===== src/rtl/fetch_pc_ctrl.sv =====
// Fetch-stage PC sequencer: owns the program counter, orders MIPS delay slots ahead of predicted
// redirects, parks on indirect jumps until the backend redirects, and owns the fetch->decode register.
module fetch_pc_ctrl #(
  parameter logic [31:0] RESET_PC = 32'hBFC0_0000
) (
  input  logic        clk,
  input  logic        resetn,

  output logic [31:0] fetch_pc,
  output logic        fetch_req,
  input  logic        fetch_ready,

  input  logic        pd_is_branch,
  input  logic        pd_taken,
  input  logic [31:0] pd_target,
  input  logic        pd_indirect,

  input  logic        bk_redirect,
  input  logic [31:0] bk_target,

  input  logic        if_stall,
  output logic        if_valid,
  output logic [31:0] if_pc,
  output logic        if_in_delay_slot,
  output logic        if_pred_taken,
  output logic [31:0] if_pred_target
);

  typedef enum logic [1:0] {
    StRun     = 2'd0,
    StDslot   = 2'd1,
    StWaitInd = 2'd2
  } state_e;

  state_e      state_q, state_d;
  logic [31:0] pc_q, pc_d;
  logic [31:0] tgt_q, tgt_d;
  logic        ind_q, ind_d;

  logic        if_valid_q, if_valid_d;
  logic [31:0] if_pc_q, if_pc_d;
  logic        if_ds_q, if_ds_d;
  logic        if_pt_q, if_pt_d;
  logic [31:0] if_ptgt_q, if_ptgt_d;

  logic        xfer;
  logic        pred_direct;
  logic [31:0] pc_plus4;

  assign fetch_req   = resetn & (state_q != StWaitInd);
  assign xfer        = fetch_req & fetch_ready & ~if_stall & ~bk_redirect;
  assign pc_plus4    = pc_q + 32'd4;
  // A predicted direct redirect is only honoured outside the delay slot.
  assign pred_direct = (state_q == StRun) & pd_is_branch & pd_taken & ~pd_indirect;

  always_comb begin
    state_d    = state_q;
    pc_d       = pc_q;
    tgt_d      = tgt_q;
    ind_d      = ind_q;
    if_valid_d = if_valid_q;
    if_pc_d    = if_pc_q;
    if_ds_d    = if_ds_q;
    if_pt_d    = if_pt_q;
    if_ptgt_d  = if_ptgt_q;

    if (bk_redirect) begin
      // Flush wins over decode backpressure; the word at fetch_pc this cycle is dropped.
      pc_d       = bk_target;
      state_d    = StRun;
      ind_d      = 1'b0;
      if_valid_d = 1'b0;
    end else if (xfer) begin
      if_valid_d = 1'b1;
      if_pc_d    = pc_q;
      if_ds_d    = (state_q == StDslot);
      if_pt_d    = pred_direct;
      if_ptgt_d  = pred_direct ? pd_target : 32'd0;

      unique case (state_q)
        StRun: begin
          pc_d = pc_plus4;
          if (pd_is_branch && pd_taken && !pd_indirect) begin
            tgt_d   = pd_target;
            ind_d   = 1'b0;
            state_d = StDslot;
          end else if (pd_is_branch && pd_indirect) begin
            ind_d   = 1'b1;
            state_d = StDslot;
          end
        end
        StDslot: begin
          if (ind_q) begin
            pc_d    = pc_plus4;
            state_d = StWaitInd;
          end else begin
            pc_d    = tgt_q;
            state_d = StRun;
          end
        end
        default: ;
      endcase
    end else if (!if_stall) begin
      if_valid_d = 1'b0;
    end
  end

  always_ff @(posedge clk) begin
    if (!resetn) begin
      state_q    <= StRun;
      pc_q       <= RESET_PC;
      tgt_q      <= 32'd0;
      ind_q      <= 1'b0;
      if_valid_q <= 1'b0;
      if_pc_q    <= 32'd0;
      if_ds_q    <= 1'b0;
      if_pt_q    <= 1'b0;
      if_ptgt_q  <= 32'd0;
    end else begin
      state_q    <= state_d;
      pc_q       <= pc_d;
      tgt_q      <= tgt_d;
      ind_q      <= ind_d;
      if_valid_q <= if_valid_d;
      if_pc_q    <= if_pc_d;
      if_ds_q    <= if_ds_d;
      if_pt_q    <= if_pt_d;
      if_ptgt_q  <= if_ptgt_d;
    end
  end

  assign fetch_pc         = pc_q;
  assign if_valid         = if_valid_q;
  assign if_pc            = if_pc_q;
  assign if_in_delay_slot = if_ds_q;
  assign if_pred_taken    = if_pt_q;
  assign if_pred_target   = if_ptgt_q;

endmodule


===== config.mk =====
export PLATFORM = sky130hd
export DESIGN_NAME = fetch_pc_ctrl
export DESIGN_NICKNAME = d
export VERILOG_FILES = /design/src/rtl/fetch_pc_ctrl.sv
export SDC_FILE = /design/constraint.sdc
export NUM_CORES = 1
export LEC_CHECK = 0
export CORE_ASPECT_RATIO = 0.6
export CORE_MARGIN = 1
export CORE_UTILIZATION = 34
export CTS_BUF_LIST = sky130_fd_sc_hd__clkbuf_16
export DETAILED_ROUTE_END_ITERATION = 8
export GPL_TIMING_DRIVEN = 0
export HOLD_SLACK_MARGIN = 0.06
export MAX_ROUTING_LAYER = met4
export PLACE_DENSITY = 0.7
export SLEW_MARGIN = 20
export SYNTH_ARGS = -nofsm -noshare
export SYNTH_HDL_FRONTEND = slang
export SYNTH_SLANG_ARGS = --single-unit

===== constraint.sdc =====
create_clock -name clk -period 5.2 [get_ports clk]
set_clock_uncertainty 0.15 [all_clocks]
set_input_delay 0.52 -clock clk [delete_from_list [all_inputs] [get_ports clk]]
set_output_delay 0.52 -clock clk [all_outputs]
set_load 0.05 [all_outputs]

Word-level counts from Yosys, hierarchy flattened --
Cells that the tools add are included.
Storage, ports and cells: flip-flop bits (word level) 134, input bits 72, output and inout port bits 100, logic and storage cells 53
Cells by class: add/subtract/negate cells 1, equal/unequal tests 4, mux-type cells 13, bitwise logic cells 11, reductions and logical operators 15
Operators with widths (number):
- 32-bit 2-to-1 mux | 4
- 32-bit one-hot mux with 2 select lines | 1
- 32-bit by 3-bit adder with 32-bit output, second input constant | 1
- 1-bit bitwise AND | 7
- 2-bit 2-to-1 mux | 3
- 3-bit AND reduction | 2
- 2-bit nonzero test | 3
- 1-bit 2-to-1 mux | 4
- 1-bit NOT | 4
- 2-bit one-hot mux with 2 select lines | 1
- 2-bit AND reduction | 2
- 4-bit AND reduction | 1
- 1-bit logical AND | 3
- 3-bit by 1-bit inequality test with 1-bit output, second input constant | 1
- 3-bit nonzero test | 1
- 2-bit by 1-bit == test with 1-bit output, second input constant | 1
- 2-bit zero test | 1
- 2-bit by 1-bit inequality test with 1-bit output, second input constant | 1
- 2-bit inequality test, second input constant | 1
- 2-bit OR reduction | 1
- 1-bit zero test | 1

Depth between registers and ports, before layout --
Gate-level depths: netlist (run 1).
word-level depth 7, gate-level depth with buffers 8, mapped depth without buffers 6

Least setup slack after synthesis (run 1) --
No wires, ideal clock.
kind flip-flop to flip-flop, start register pc_q[2] (netlist: fetch_pc[2]), end register pc_q[30] (netlist: fetch_pc[30]), setup time 0.116 ns, arrival time 2.315 ns, required time 4.934 ns, path slack 2.619 ns, stages on the path, launching flop included 8, buffers on the path 1, clock period less this slack 2.581 ns, path through dfxtp_1 ha_1 nand3_1 or3_1 clkbuf_1 nor4_1 nand4_1 and3_1
On the way: cells in the longest elaborated chain, start to end 5
RTL lines:
- from (decl) | RTL line 36 | logic [31:0] pc_q, pc_d;
- from (signal assigned) | RTL line 121 | pc_q <= pc_d;
- 32-bit by 3-bit adder with 32-bit output * | RTL line 52 | assign pc_plus4 = pc_q + 32'd4;
- 32-bit 2-to-1 mux | RTL line 93 | if (ind_q) begin
- 32-bit one-hot mux with 2 select lines * | RTL line 80 | unique case (state_q)
- 32-bit 2-to-1 mux * | RTL line 73 | end else if (xfer) begin
- 32-bit 2-to-1 mux * | RTL line 67 | if (bk_redirect) begin
Mark *: on every way between the ends. The rest lies on a longest branch, timed or not. The select of a mux whose other input is x is not followed. A chain may end at the register's enable or synchronous reset.

Worst setup path in the final report (run 1) --
start input port resetn, end output port fetch_req
On the way: cells in the longest elaborated chain, start to end 1
RTL lines:
- from (decl) | RTL line 7 | input logic resetn,
- 1-bit bitwise AND | RTL line 50 | assign fetch_req = resetn & (state_q != StWaitInd);
- to (decl) | RTL line 10 | output logic fetch_req,
Every way passes these cells.

==> results of run 1 <==
==> cell usage after synthesis (all sizes together) (7+ instances only) <==
library cell	count	area share (%)
dfxtp	134	46
a21oi	18	1.6
nor2	25	1.6
and2	8	0.87
a22o	65	9.8
nor2b	7	0.76
o21ai	45	3.9
nand2	119	7.8
nand4	12	1.4
nor4	13	1.8
buf	7	0.63
clkbuf	46	3.0
a21boi	37	4.8
nor3	12	1.0
nand3	18	1.6
==> power breakdown <==
part / leakage [nW] / switching (mW) / internal, mW
clock: 0.304 / 0.495 / 0.805
combinational: 1.60 / 0.206 / 0.133
sequential: 1.09 / 0.0376 / 1.05
==> stage by stage <==
stage | instance area (um2) | hold slack [ps]
after floorplan | 5790 | 284
after global placement | 7770 | 293
after detailed placement | 7770 | 298
after CTS | 8400 | 306
after global routing | 8400 | 324
final | 8400 | 302
==> layer usage <==
metal / track usage [%] / routed length (um) / vias up
met1: 35.8 / 10700 / 2888
li1: - / - / 2788
met2: 34.8 / 8450 / 321
met5: - / 0 / -
met3: 9.56 / 2520 / 31
met4: 8.11 / 229 / 0
==> kinds of logic after synthesis <==
family,Yosys count,share of synthesized area [%]
AND/OR/NAND/NOR,240,20.4
AO/OA/AOI/OAI,212,26.8
flip-flops,134,46.4
buffers and inverters,59,4.00
XOR/XNOR,8,1.21
multiplexers,6,1.04
adder cells (fa/ha/maj),1,0.216
==> critical path, delay by kind of cell <==
kind / cells / cell delay, ps
AND/OR/NAND/NOR: 1 / 240
buffers and inverters: 4 / 2330
==> area by class of cell <==
class                   count  area (um2)  area share [%]
clock inverters            15         203            2.41
plain buffers              53         209            2.49
flip-flops and latches    134        2680            31.9
well taps                 228         285            3.40
multi-input cells         467        2870            34.2
repair buffers            170        1700            20.3
clock buffers              17         425            5.06
inverters                   6        22.5           0.268
==> registers in the layout, summed over array words and instances (netlist names) <==
name / cells
fetch_pc: 32
state_q: 2
if_pc: 32
if_valid: 1
ind_q: 1
if_pred_target: 32
if_pred_taken: 1
if_in_delay_slot: 1
tgt_q: 32
==> cells in the final DEF (no fill, tap or decap), drive strengths merged, types with 8 or more instances in the layout <==
cell type,n
dfxtp,134
clkdlybuf4s50,170
nand3,18
nand2,119
a21oi,18
nand4,12
nor3,12
clkbuf,63
o21ai,45
inv,8
nor2,25
and2,8
nor4,13
a22o,65
a21boi,37
==> worst max-delay path by stage <==
stage,start,to,slack (ps)
finish,resetn,fetch_req,1430
CTS,resetn,fetch_req,1520
global placement,resetn,fetch_req,1530
floorplan,fetch_pc[2]$_SDFFE_PN0P_,fetch_pc[30]$_SDFFE_PN0P_,2620
detailed placement,resetn,fetch_req,1510
global route,resetn,fetch_req,1360
==> metrics, run 1 <==
outcome complete, no violations; area growth from synthesis to layout 45.2%; Post-CTS Setup Bufs 0; worst path cell trace clkdlybuf4s50_1, clkbuf_1, clkbuf_1, and2_1, clkdlybuf4s50_1; ANT cells 0; kind of critical path in -> out; DP HPWL 16.5 mm; Die X 170 um; Mean Syn Cell Area 8.77 um2; register area share after synthesis 46.4%; Fillers 1574; DR vias 6028; Vias/cell 5.53; R2R Path End fetch_pc[24]$_SDFFE_PN1P_; # DRC 0; Hold Path Stages 2; GRT Total Usage 26.1%; R2R Path Start state_q[0]$_SDFFE_PP0P_; Starting Density 35.2%; number of synthesized flops with an enable pin 0; # clock sinks 134; CP max FO 10; gpl congestion 1.01; r2r setup slk 2340 ps; nets 922; warnings from Yosys 0; setup ws final 1430 ps; Setup Viol. Count Final 0; FP Rows 36; final setup TNS 0 ps; Hold Crit Start if_pc[23]$_SDFFE_PN0P_; Post-Syn Instances 660; final hold viol count 0; critical path arrival 3100 ps; remaining antenna violation count 0; Core Area 0.0164 mm2; first-pass GRT wire length 32.7 mm; Synth cell types 65; CTS tree built; post-cts sizing count 0; worst reg-to-reg path cell count 5; post-place setup slack 1510 ps; CP max-delay cell clkdlybuf4s50_1; Post-Place Cells 1058; Pre-antenna DRT Iters 5; CTS Hold Bufs 0; Slew headroom 29.2%; Slew @ Worst Pin 1050 ps; Slew Viols, Final 0; Hold EP if_pc[23]$_SDFFE_PN0P_; CP Launch Type input port; Max stage delay on crit path 800 ps; min cycle time layout 3770 ps; fin cells 1090; CTS buffer count 17; total congestion overflow 0; CTS Root Cell clkbuf_16; Clk pin slew, worst setup/hold paths 60 ps; Iteration-0 DRC Markers 559; largest net degree at the start of global routing 17; #FFs+latches synth 134; Async SR Flop Fraction 0%; CTS max path bufs 2; Die Y 103 um; total power 2.73 mW; vias in the first global route 5603; wire per inst 20.1 um; Max VDD drop 0.172 mV; main flop type after synthesis dfxtp_1; HP Class reg -> reg; Clock Latency Late Sink 420 ps; die footprint 0.0176 mm2; Final Cycle Share 72.5%; Leak Pwr 2.99 nW; RSZ-0062 raised after global routing false; fin util 51.1%; Max Clk Rate 265 MHz; maxcap violations 0; initial antenna violation count 0; PD cells 325 mW/mm2; net count after synthesis 733; H-tree levels 4; synthesized cell area 0.00579 mm2; share of layout cells above drive strength 1 5.57%; Critical Path RT 4530 ps; io pins 172; DRT Wirelength 21.9 mm; I/O Buffers 170; Crit. End Element output port
(Power assumes the default switching activity.)
==> run 2, diff against run 1 <==
clock period = 3.5 ns   (was 5.2 ns; I/O delays follow)
==> run 2 against run 1 <==
  * Worst setup slack worse by 1100 ps
  * Sequential power is 49% higher
  * Flip-flop and latch count is the same
  * Via count grew 0.20%
  * Cell count stayed put
  * Utilization about the same
  * Combinational power up 49%
  * Sequential share of layout area is essentially flat
  * Non-clock buffer count stayed put
  * Design area about the same
==> metrics, run 2 (synthesized netlist as in run 1, its figures left out) <==
CTS buffer count 17 (unchanged); HP Class reg -> reg; sequential share of power 39.9% (about the same); Pre-antenna DRT Iters 5 (unchanged); share of layout cells above drive strength 1 5.68% (+0.12 points); FF/Latch Area 0.00268 mm2 (unchanged); met2 wire len 8.42 mm (-0.33%); PD cells 483 mW/mm2 (+49%); Die X 170 um (unchanged); CTS Root Cell clkbuf_16; combinational share of power 12.5% (about the same); Crit. End Element output port; first-pass GRT wire length 32.7 mm (unchanged); Slew @ Worst Pin 1020 ps (-35.2 ps); ANT cells 0 (unchanged); area of the multi-input gates 0.00287 mm2 (unchanged); Vias/cell 5.54 (+0.20%); final hold viol count 0 (unchanged); most frequent cells in the layout clkdlybuf4s50_1, dfxtp_1, nand2_1; total congestion overflow 0 (unchanged); io pins 172 (unchanged); outcome complete, no violations; Core Area 0.0164 mm2 (unchanged); DP HPWL 16.5 mm (unchanged); Hold Path Stages 2 (unchanged); RSZ-0062 raised after global routing false; vias in the first global route 5603 (unchanged); Hold Crit Start if_pc[23]$_SDFFE_PN0P_; commonest non-fill, non-tap cell in the layout clkdlybuf4s50_1; Setup Viol. Count Final 0 (unchanged); gpl congestion 1.01 (unchanged); final setup TNS 0 ps (unchanged); Leak Pwr 3.00 nW (about the same); # clock sinks 134 (unchanged); DR vias 6040 (+0.20%); Iteration-0 DRC Markers 557 (-0.36%); Critical Path RT 3000 ps (-1530 ps); Clk pwr share 47.6% (about the same); critical path arrival 2650 ps (-450 ps); R2R Path End fetch_pc[24]$_SDFFE_PN1P_; GRT Total Usage 26.1% (unchanged); sw frac 27.1% (about the same); wire per inst 20.1 um (about the same); maxcap violations 0 (unchanged); met3 routed WL 2.56 mm (+1.5%); R2R Path Start state_q[0]$_SDFFE_PP0P_; CTS max path bufs 2 (unchanged); Slew Viols, Final 0 (unchanged); initial antenna violation count 0 (unchanged); Hold EP if_pc[23]$_SDFFE_PN0P_; met1 WL 10.6 mm (-0.43%); min cycle time layout 3150 ps; nets 922 (unchanged); Final Cycle Share 90.0%; Starting Density 35.2% (unchanged); Slew headroom 31.6% (+2.4 points); # DRC 0 (unchanged); r2r setup slk 610 ps (-1730 ps); Max Clk Rate 318 MHz; Die Y 103 um (unchanged); die footprint 0.0176 mm2 (unchanged); FP Rows 36 (unchanged); kind of critical path in -> out; Fillers 1574 (unchanged); Switch Pwr 1.10 mW (+49%); CP Launch Type input port; DRT Wirelength 21.9 mm (about the same); CP max FO 10 (unchanged); remaining antenna violation count 0 (unchanged); Clock Latency Late Sink 420 ps (about the same); area growth from synthesis to layout 45.2% (about the same); I/O Buffers 170 (unchanged); Clk pin slew, worst setup/hold paths 60 ps (about the same); H-tree levels 4 (unchanged); Internal 2.96 mW (+49%); largest net degree at the start of global routing 17 (unchanged); Max Used Layer met4; CTS tree built; total power 4.05 mW (+49%); worst reg-to-reg path cell count 5 (unchanged); Max VDD drop 0.257 mV (+49%)
## run 2: cell types whose count changed in the layout (fill, tap and decap cells not counted)
cell	before	now
clkbuf_2	0	1
clkbuf_1	46	45
## run 2: timing repair
action | in CTS | in global routing
gates resized for setup | 0 | 2
setup endpoints to repair | 0 | 1
hold buffers | 0 | 0
buffers inserted | 0 | 0
## run 2: final cells by class
type	count	share of cell area (%)
Buffer	53	2.50
Clock buffer	17	5.06
Clock inverter	15	2.41
Inverter	6	0.268
Multi-Input combinational cell	467	34.2
Sequential cell	134	31.9
Tap cell	228	3.40
Timing Repair Buffer	170	20.3
## run 2: worst max path at each step
stage / start / to / slack (ps) / cells past startpoint
floorplan: fetch_pc[2]$_SDFFE_PN0P_ / fetch_pc[30]$_SDFFE_PN0P_ / 920 / 7
global route: resetn / fetch_req / 280 / 5
finish: resetn / fetch_req / 350 / 5
global placement: resetn / fetch_req / 170 / 5
CTS: resetn / fetch_req / 160 / 5
detailed placement: resetn / fetch_req / 150 / 5
## run 2: power by group through the flow
stage          clock [mW]  sequential (mW)  combinational, mW
6_report             1.93             1.62              0.505
5_1_grt              2.02             1.62              0.533
4_1_cts              1.96             1.62              0.497
3_3_place_gp            0             1.65              0.495
2_1_floorplan           0             1.75              0.156
3_5_place_dp            0             1.65              0.495
## run 2: layer usage
layer  vias to the layer above  GRT usage [%]
met5                         -              -
met4                         0           8.11
met3                        36           9.56
met2                       329           34.8
met1                      2886           35.8
li1                       2789              -
## run 2: stage by stage
step	instance area, um2	cells	worst slack [ps]	util (%)	hold WS (ps)
after CTS	8400	1090	158	51.1	306
after floorplan	5790	660	919	-	284
after global placement	7770	1058	166	47.3	293
final	8400	1090	351	51.1	302
after detailed placement	7770	1058	154	47.3	298
after global routing	8400	1090	276	51.1	324
## run 2: critical path, stage by stage
cell             delay [ps]
clkdlybuf4s50_1         500
clkbuf_1                380
clkbuf_2                430
and2_1                  200
clkdlybuf4s50_1         800
==> run 3, diff against run 2 <==
clock period = 3.8 ns   (was 3.5 ns; I/O delays follow)
==> results of run 3 <==
The final DEF is identical to that of run 1. Status: complete, no violations.
Among the figures that moved: setup slack after placement 1510 ps -> 394 ps; setup slack after layout 1430 ps -> 309 ps; register-to-register setup slack 2340 ps -> 940 ps; total power 2.73 mW -> 3.73 mW; worst IR drop on VDD 0.172 mV -> 0.235 mV
